==> config.mk <==
export PLATFORM = sky130hd
export DESIGN_NAME = spi_byte_receiver
export DESIGN_NICKNAME = d
export VERILOG_FILES = /design/src/rtl/spi_byte_receiver.sv
export SDC_FILE = /design/constraint.sdc
export NUM_CORES = 1
export LEC_CHECK = 0
export CAP_MARGIN = 10
export CORE_MARGIN = 3
export CORE_UTILIZATION = 53
export CTS_BUF_LIST = sky130_fd_sc_hd__clkbuf_16
export DETAILED_ROUTE_END_ITERATION = 6
export PLACE_DENSITY = 0.76
export SYNTH_ARGS = -nofsm -noshare
export SYNTH_HDL_FRONTEND = slang
export SYNTH_SLANG_ARGS = --single-unit
==> constraint.sdc <==
create_clock -name i_clock -period 5.1 [get_ports i_clock]
set_clock_uncertainty 0.05 [all_clocks]
set_input_delay 1.275 -clock i_clock [delete_from_list [all_inputs] [get_ports i_clock]]
set_output_delay 1.275 -clock i_clock [all_outputs]
set_load 0.005 [all_outputs]
==> src/rtl/spi_byte_receiver.sv <==
// spi_byte_receiver: SPI peripheral-side serial-to-parallel word receiver.
//   i_clock     : serial bit clock, all state changes on its rising edge
//   i_reset_n   : asynchronous active-low reset
//   i_dataIn    : serial data, sampled on rising edge of i_clock
//   i_select    : active-low select, 0 = transfer in progress
//   o_dataByte  : last completed word, held until the next one completes
//   o_byteValid : one-cycle pulse when o_dataByte is updated
//   o_busy      : high while a partial word is being assembled
module spi_byte_receiver #(
    parameter int DATA_WIDTH = 8,
    parameter bit LSB_FIRST  = 1'b1
) (
    input  logic                  i_clock,
    input  logic                  i_reset_n,
    input  logic                  i_dataIn,
    input  logic                  i_select,
    output logic [DATA_WIDTH-1:0] o_dataByte,
    output logic                  o_byteValid,
    output logic                  o_busy
);
    localparam int CW = $clog2(DATA_WIDTH);
    typedef enum logic {IDLE, SHIFT} state_t;
    state_t                state_q, state_d;
    logic [DATA_WIDTH-1:0] shift_q, shift_d, data_q, data_d, shifted;
    logic [CW-1:0]         cnt_q, cnt_d, cnt_cur;
    logic                  valid_q, valid_d, busy_q, busy_d, last;
    always_comb begin
        // A word always starts from bit 0 when leaving IDLE.
        cnt_cur = (state_q == IDLE) ? '0 : cnt_q;
        shifted = LSB_FIRST ? {i_dataIn, shift_q[DATA_WIDTH-1:1]}
                            : {shift_q[DATA_WIDTH-2:0], i_dataIn};
        last    = (cnt_cur == CW'(DATA_WIDTH - 1));
        state_d = i_select ? IDLE : SHIFT;
        shift_d = i_select ? shift_q : shifted;
        // Select is checked before the last bit, so a deselect on that edge aborts.
        cnt_d   = (i_select || last) ? '0 : cnt_cur + CW'(1);
        valid_d = !i_select && last;
        data_d  = valid_d ? shifted : data_q;
        busy_d  = (cnt_d != '0);
    end
    always_ff @(posedge i_clock or negedge i_reset_n) begin
        if (!i_reset_n) begin
            state_q <= IDLE;
            shift_q <= '0;
            data_q  <= '0;
            cnt_q   <= '0;
            valid_q <= 1'b0;
            busy_q  <= 1'b0;
        end else begin
            state_q <= state_d;
            shift_q <= shift_d;
            data_q  <= data_d;
            cnt_q   <= cnt_d;
            valid_q <= valid_d;
            busy_q  <= busy_d;
        end
    end
    assign o_dataByte  = data_q;
    assign o_byteValid = valid_q;
    assign o_busy      = busy_q;
endmodule

==> run_results.csv, run 1 <==
group,metric,value,unit
placement,port_buffers,13,
yosys,syn_area_per_cell,16.27,µm²
drt,post_drt_wl_per_cell,16.16,µm
sta,setup_viol,0,
floorplan,dieHeight,45.56,µm
final_layout,final_layout_size_suffix_gt1_frac,0.2727,
clock_network,numClockSinks,21,
yosys,ys_seq_area_frac,0.6335,
clock_network,clkTransAtPathRegs,0.05,ns
worst_setup_path,worstPathCellList,"clkdlybuf4s50_1 -> nand2b_1 -> mux2_4",
min_path,worstHoldPathType,"register to register",
pwr,peakVddDrop,0.0002733,V
drt,vias_per_cell,5.296,
clock_network,cts_tree,"yes",
global_routing,grt_overflow,0,
yosys,netlist_area,829.5,µm²
clock_network,cts_buffers,3,
clock_network,ctsHtreeMaxLevel,1,
worst_setup_path,worstPathRequired,5.18,ns
floorplan,num_rows,13,
global_routing,grt_pass1_vias,464,
placement,dp.cells,77,
placement,place_congestion,0.6580,
sta,fmax,0.3478,GHz
global_routing,grt_first_pass_wirelength,2180,µm
global_routing,grt_start_max_net_pins,22,
final_layout,syn2layout_area_growth,25.49,%
drt,vias,429,
sta,hold_viol_final,0,
sta,rsz0062_at_grt,"no",
placement,place_hpwl,791.2,µm
yosys,ys_warn_count,0,
pwr,pwr_density_cell,363.4,mW/mm²
sta,relSlewSlack,0.4020,
final_layout,final_common_cell,"dfrtp_1",
worst_setup_path,slowest_stage,"clkdlybuf4s50_1",
drt,drcViolationCount,0,
yosys,synth_seq_cells,21,
worst_setup_path,crit_fanout,13,
worst_setup_path,critPathLaunchType,"input port",
worst_setup_path,critPathBufInv,1,
worst_setup_path,crit_type,"input port to register",
yosys,syn_inst,51,
worst_setup_path,slowest_delay,0.78,ns
clock_network,cts-resized-gates,0,
sta,tightest_slew,0.8942,ns
job,cap_violations,0,
worst_setup_path,cp-end-kind,"register",
final_layout,stdcell_count,81,
yosys,synth_cell_types,13,
final_layout,antenna_cells,0,
worst_setup_path,crit_family,"buffers and inverters",
yosys,synth_top_area_frac,0.6335,
clock_network,post_cts_buffers,0,
drt,drtIter0Drc,0,
drt,drt_pass1_iterations,1,
sta,min_period,2.875,ns
floorplan,start_util,0.6000,
final_layout,fillers,78,
pwr,p_leak,0.5192,nW
drt,drt_wl_total,1309,µm
global_routing,grt_usage,0.1582,
yosys,yosysTopAreaCell,"dfrtp_1",
clock_network,cts_buffer_depth,2,
yosys,synth_nets,57,
floorplan,die_w,45.56,µm
drt,final_antenna_net_count,0,
clock_network,clkLatencyLatePin,0.25,ns
yosys,synth_area_leaders,"dfrtp_1 63%, mux2_4 14%, mux2_2 9.5%, ha_1 3.0%, and2_1 2.3%",
sta,period_share,0.5637,
floorplan,core_area,0.001383,mm²
final_layout,nets,73,
sta,slew_viol_final,0,
floorplan,dieArea,0.002076,mm²
clock_network,cts_root_buf,"clkbuf_16",
clock_network,postCtsHoldBufs,0,
global_routing,antenna_found_initial,0,
sta,setup_tns,0,ns
status,outcome,"completed",
worst_setup_path,cp.arrival,2.95,ns
final_layout,layout_common_cells,"21 x dfrtp_1, 13 x clkdlybuf4s50_1, 8 x mux2_4",
floorplan,num_io_pins,14,
[registers in the layout, summed over array words and instances (netlist names)]
signal,flops
o_busy,1
cnt_q,3
o_byteValid,1
state_q,1
shift_q,7
o_dataByte,8
[per-stage QoR]
stage / hold slack (ns) / instance area (µm²) / power, W / setup slack [ns] / util
2_1_floorplan: 0.4262 / 829.5 / 0.0002094 / 3.089 / -
3_5_place_dp: 0.4417 / 962.2 / 0.0002215 / 1.968 / 0.6959
3_3_place_gp: 0.4344 / 962.2 / 0.0002201 / 2.001 / 0.6959
4_1_cts: 0.4650 / 1041 / 0.0003816 / 2.209 / 0.7529
5_1_grt: 0.4859 / 1041 / 0.0003928 / 2.123 / 0.7529
6_report: 0.4643 / 1041 / 0.0003783 / 2.225 / 0.7529
[final cells by class]
| class | count | area [µm²] | share of cell area |
|---|---|---|---|
| sequential | 21 | 525.5 | 0.5048 |
| multi-input combinational | 26 | 280.3 | 0.2692 |
| timing repair buffer | 13 | 130.1 | 0.1250 |
| clock buffer | 3 | 75.07 | 0.07212 |
| tap | 15 | 18.77 | 0.01803 |
| inverter | 2 | 7.507 | 0.007212 |
| clock inverter | 1 | 3.754 | 0.003606 |
[path summary, 6_finish.rpt]
kind	from	end	slack (ns)	cells after the start
setup / recovery	i_select	o_dataByte[3]	2.23	3
hold / removal	o_dataByte[0]	o_dataByte[0]	0.46	1
setup reg to reg	state_q	o_dataByte[3]	3.16	5
hold reg to reg	o_dataByte[0]	o_dataByte[0]	0.46	1
max in group asynchronous	i_reset_n	o_dataByte[2]	2.97	1
min in group asynchronous	i_reset_n	cnt_q[0]	1.48	1
[report_power, final]
group          internal, W  switching (W)
sequential        0.000182      0.0000102
combinational    0.0000161      0.0000104
clock             0.000104      0.0000550
[Yosys cell counts]
| cell type | n |
|---|---|
| dfrtp_1 | 21 |
| mux2_4 | 8 |
| mux2_2 | 7 |
| and2_1 | 3 |
| ha_1 | 2 |
| inv_1 | 2 |
| nor3b_1 | 2 |
| a211oi_1 | 1 |
| buf_2 | 1 |
| buf_6 | 1 |
| nand2b_1 | 1 |
| nor2_1 | 1 |
| nor3_1 | 1 |
[kinds of logic (layout without fill, tap and decap cells)]
| group | count (synthesis) | in the layout | share of synthesized area |
|---|---|---|---|
| DFF | 21 | 21 | 0.6335 |
| muxes | 15 | 15 | 0.2398 |
| and+or+nand+nor | 8 | 8 | 0.05882 |
| buffers and inverters | 4 | 19 | 0.02865 |
| adders and majority gates | 2 | 2 | 0.03016 |
| AOI/OAI and AO/OA | 1 | 1 | 0.009053 |
[routing by layer]
| layer | vias to the layer above | part of all wire | global-route usage |
|---|---|---|---|
| met2 | 10 | 0.49 | 0.2479 |
| met4 | 0 | 0.012 | 0.05263 |
| met3 | 2 | 0.034 | 0.03953 |
| met1 | 216 | 0.46 | 0.2134 |
| met5 | - | 0 | 0 |
| li1 | 201 | - | - |
Note: power is estimated with default switching activity, not from simulation.
==> inputs of run 2 (changes only) <==
CORE_UTILIZATION = 49   (was 53)
PLACE_DENSITY = 0.71   (was 0.76)
clock period = 2.9 ns   (was 5.1 ns; I/O delays follow)
==> run_results.csv, run 2 (synthesis results as in run 1) <==
group,metric,value,unit
worst_setup_path,cp-end-kind,"register",
clock_network,cts-resized-gates,0,
clock_network,ctsHtreeMaxLevel,1,
sta,worst_slack,0.9223,ns
floorplan,num_rows,14,
pwr,peakVddDrop,0.0003655,V
clock_network,cts_root_buf,"clkbuf_16",
floorplan,core_area,0.001541,mm²
clock_network,clkTransAtPathRegs,0.06,ns
sta,tightest_slew,0.5788,ns
global_routing,grt_usage,0.1349,
worst_setup_path,crit_type,"register to register",
global_routing,grt_pass1_vias,434,
drt,dr_wl_met2,554,µm
worst_setup_path,critPathLaunchType,"register",
drt,routed.top_layer,"met4",
placement,place_congestion,0.6488,
worst_setup_path,worstPathRequired,2.98,ns
pwr,internal-power,0.0005356,W
drt,post_drt_wl_per_cell,14.65,µm
drt,vias,429,
drt,vias_per_cell,5.107,
drt,met1Wirelength,606,µm
final_layout,syn2layout_area_growth,27.60,%
clock_network,post_cts_buffers,0,
clock_network,cts_buffers,3,
clock_network,postCtsHoldBufs,0,
job,cap_violations,0,
pwr,total_power,0.0006691,W
pwr,combPwrFrac,0.070,
placement,place_worst_setup_slack,0.6955,ns
final_layout,layout_common_cells,"21 x dfrtp_1, 13 x clkdlybuf4s50_1, 8 x mux2_4",
sta,setup_tns,0,ns
clock_network,clkLatencyLatePin,0.25,ns
final_layout,final_util,0.6867,
clock_network,cts_buffer_depth,2,
pwr,pwr_density_cell,632.1,mW/mm²
floorplan,dieArea,0.002223,mm²
floorplan,dieHeight,47.15,µm
pwr,pwr-share-seq,0.504,
final_layout,largest_reg_flops,8,
drt,drcViolationCount,0,
pwr,switching_share,0.1995,
status,outcome,"completed",
drt,drtIter0Drc,0,
drt,drt_pass1_iterations,1,
floorplan,die_w,47.15,µm
final_layout,final_common_cell,"dfrtp_1",
drt,drt_wl_total,1231,µm
pwr,p_switching,0.0001335,W
worst_setup_path,cp.arrival,2.06,ns
clock_network,numClockSinks,21,
placement,port_buffers,13,
final_layout,antenna_cells,0,
worst_setup_path,crit_fanout,9,
sta,setup_viol,0,
floorplan,start_util,0.5381,
drt,final_antenna_net_count,0,
sta,fmax,0.5056,GHz
global_routing,grt_overflow,0,
pwr,p_leak,0.5274,nW
sta,period_share,0.6820,
drt,wl_met3,59,µm
final_layout,final_layout_size_suffix_gt1_frac,0.3088,
global_routing,antenna_found_initial,0,
sta,hold_viol_final,0,
floorplan,num_io_pins,14,
min_path,worstHoldPathType,"register to register",
sta,min_period,1.978,ns
sta,slew_viol_final,0,
final_layout,nets,75,
sta,rsz0062_at_grt,"no",
sta,relSlewSlack,0.6141,
clock_network,cts_tree,"yes",
global_routing,grt_first_pass_wirelength,1980,µm
pwr,clkPwrFrac,0.426,
global_routing,grt_start_max_net_pins,22,
run 2: changes by cell type in the layout (fill, tap and decap cells not counted), sizes merged:
cell	change
clkinv	+1
buf	+2
inv	-1
run 2: final timing paths:
check                              start             to  slack, ns  cells past startpoint
max                              state_q  o_dataByte[5]       0.92                      5
min                        o_dataByte[4]  o_dataByte[4]       0.46                      1
max reg2reg                      state_q  o_dataByte[5]       0.92                      5
min reg2reg                o_dataByte[4]  o_dataByte[4]       0.46                      1
max in group asynchronous      i_reset_n       cnt_q[0]       1.82                      2
min in group asynchronous      i_reset_n  o_dataByte[5]       0.77                      2
run 2: per-layer routing:
metal	vias up	global-route usage
li1	208	-
met1	208	0.1809
met2	11	0.1951
met3	2	0.03448
met4	0	0.08287
met5	-	0
run 2: through the flow:
| step | hold WS (ns) | instance area, µm² | instances |
|---|---|---|---|
| after global placement | 0.4340 | 978.4 | 80 |
| after detailed placement | 0.4427 | 978.4 | 80 |
| final | 0.4632 | 1059 | 84 |
| after CTS | 0.4645 | 1059 | 84 |
| after global routing | 0.4806 | 1059 | 84 |
| after floorplan | 0.3794 | 829.5 | 51 |
run 2: layout make-up:
cell class                      instances  area [µm²]
Clock inverter                          1       5.005
Multi-Input combinational cell         26       280.3
Inverter                                2       7.507
Tap cell                               16       20.02
Timing Repair Buffer                   15       145.1
Clock buffer                            3       75.07
Sequential cell                        21       525.5
Fill cell                             125       483.0
run 2: power groups by stage:
stage                     clock network [W]  registers [W]   logic, W
after floorplan                           0       0.000338  0.0000305
after global placement                    0       0.000341  0.0000463
after detailed placement                  0       0.000343  0.0000477
after CTS                          0.000290       0.000338  0.0000480
after global routing               0.000304       0.000342  0.0000519
final                              0.000285       0.000337  0.0000470
run 2: critical path: stages (launching register included):
cell	delay, ns
dfrtp_1	0.38
and2_1	0.17
ha_1	0.19
ha_1	0.27
nand2b_1	0.45
mux2_4	0.35
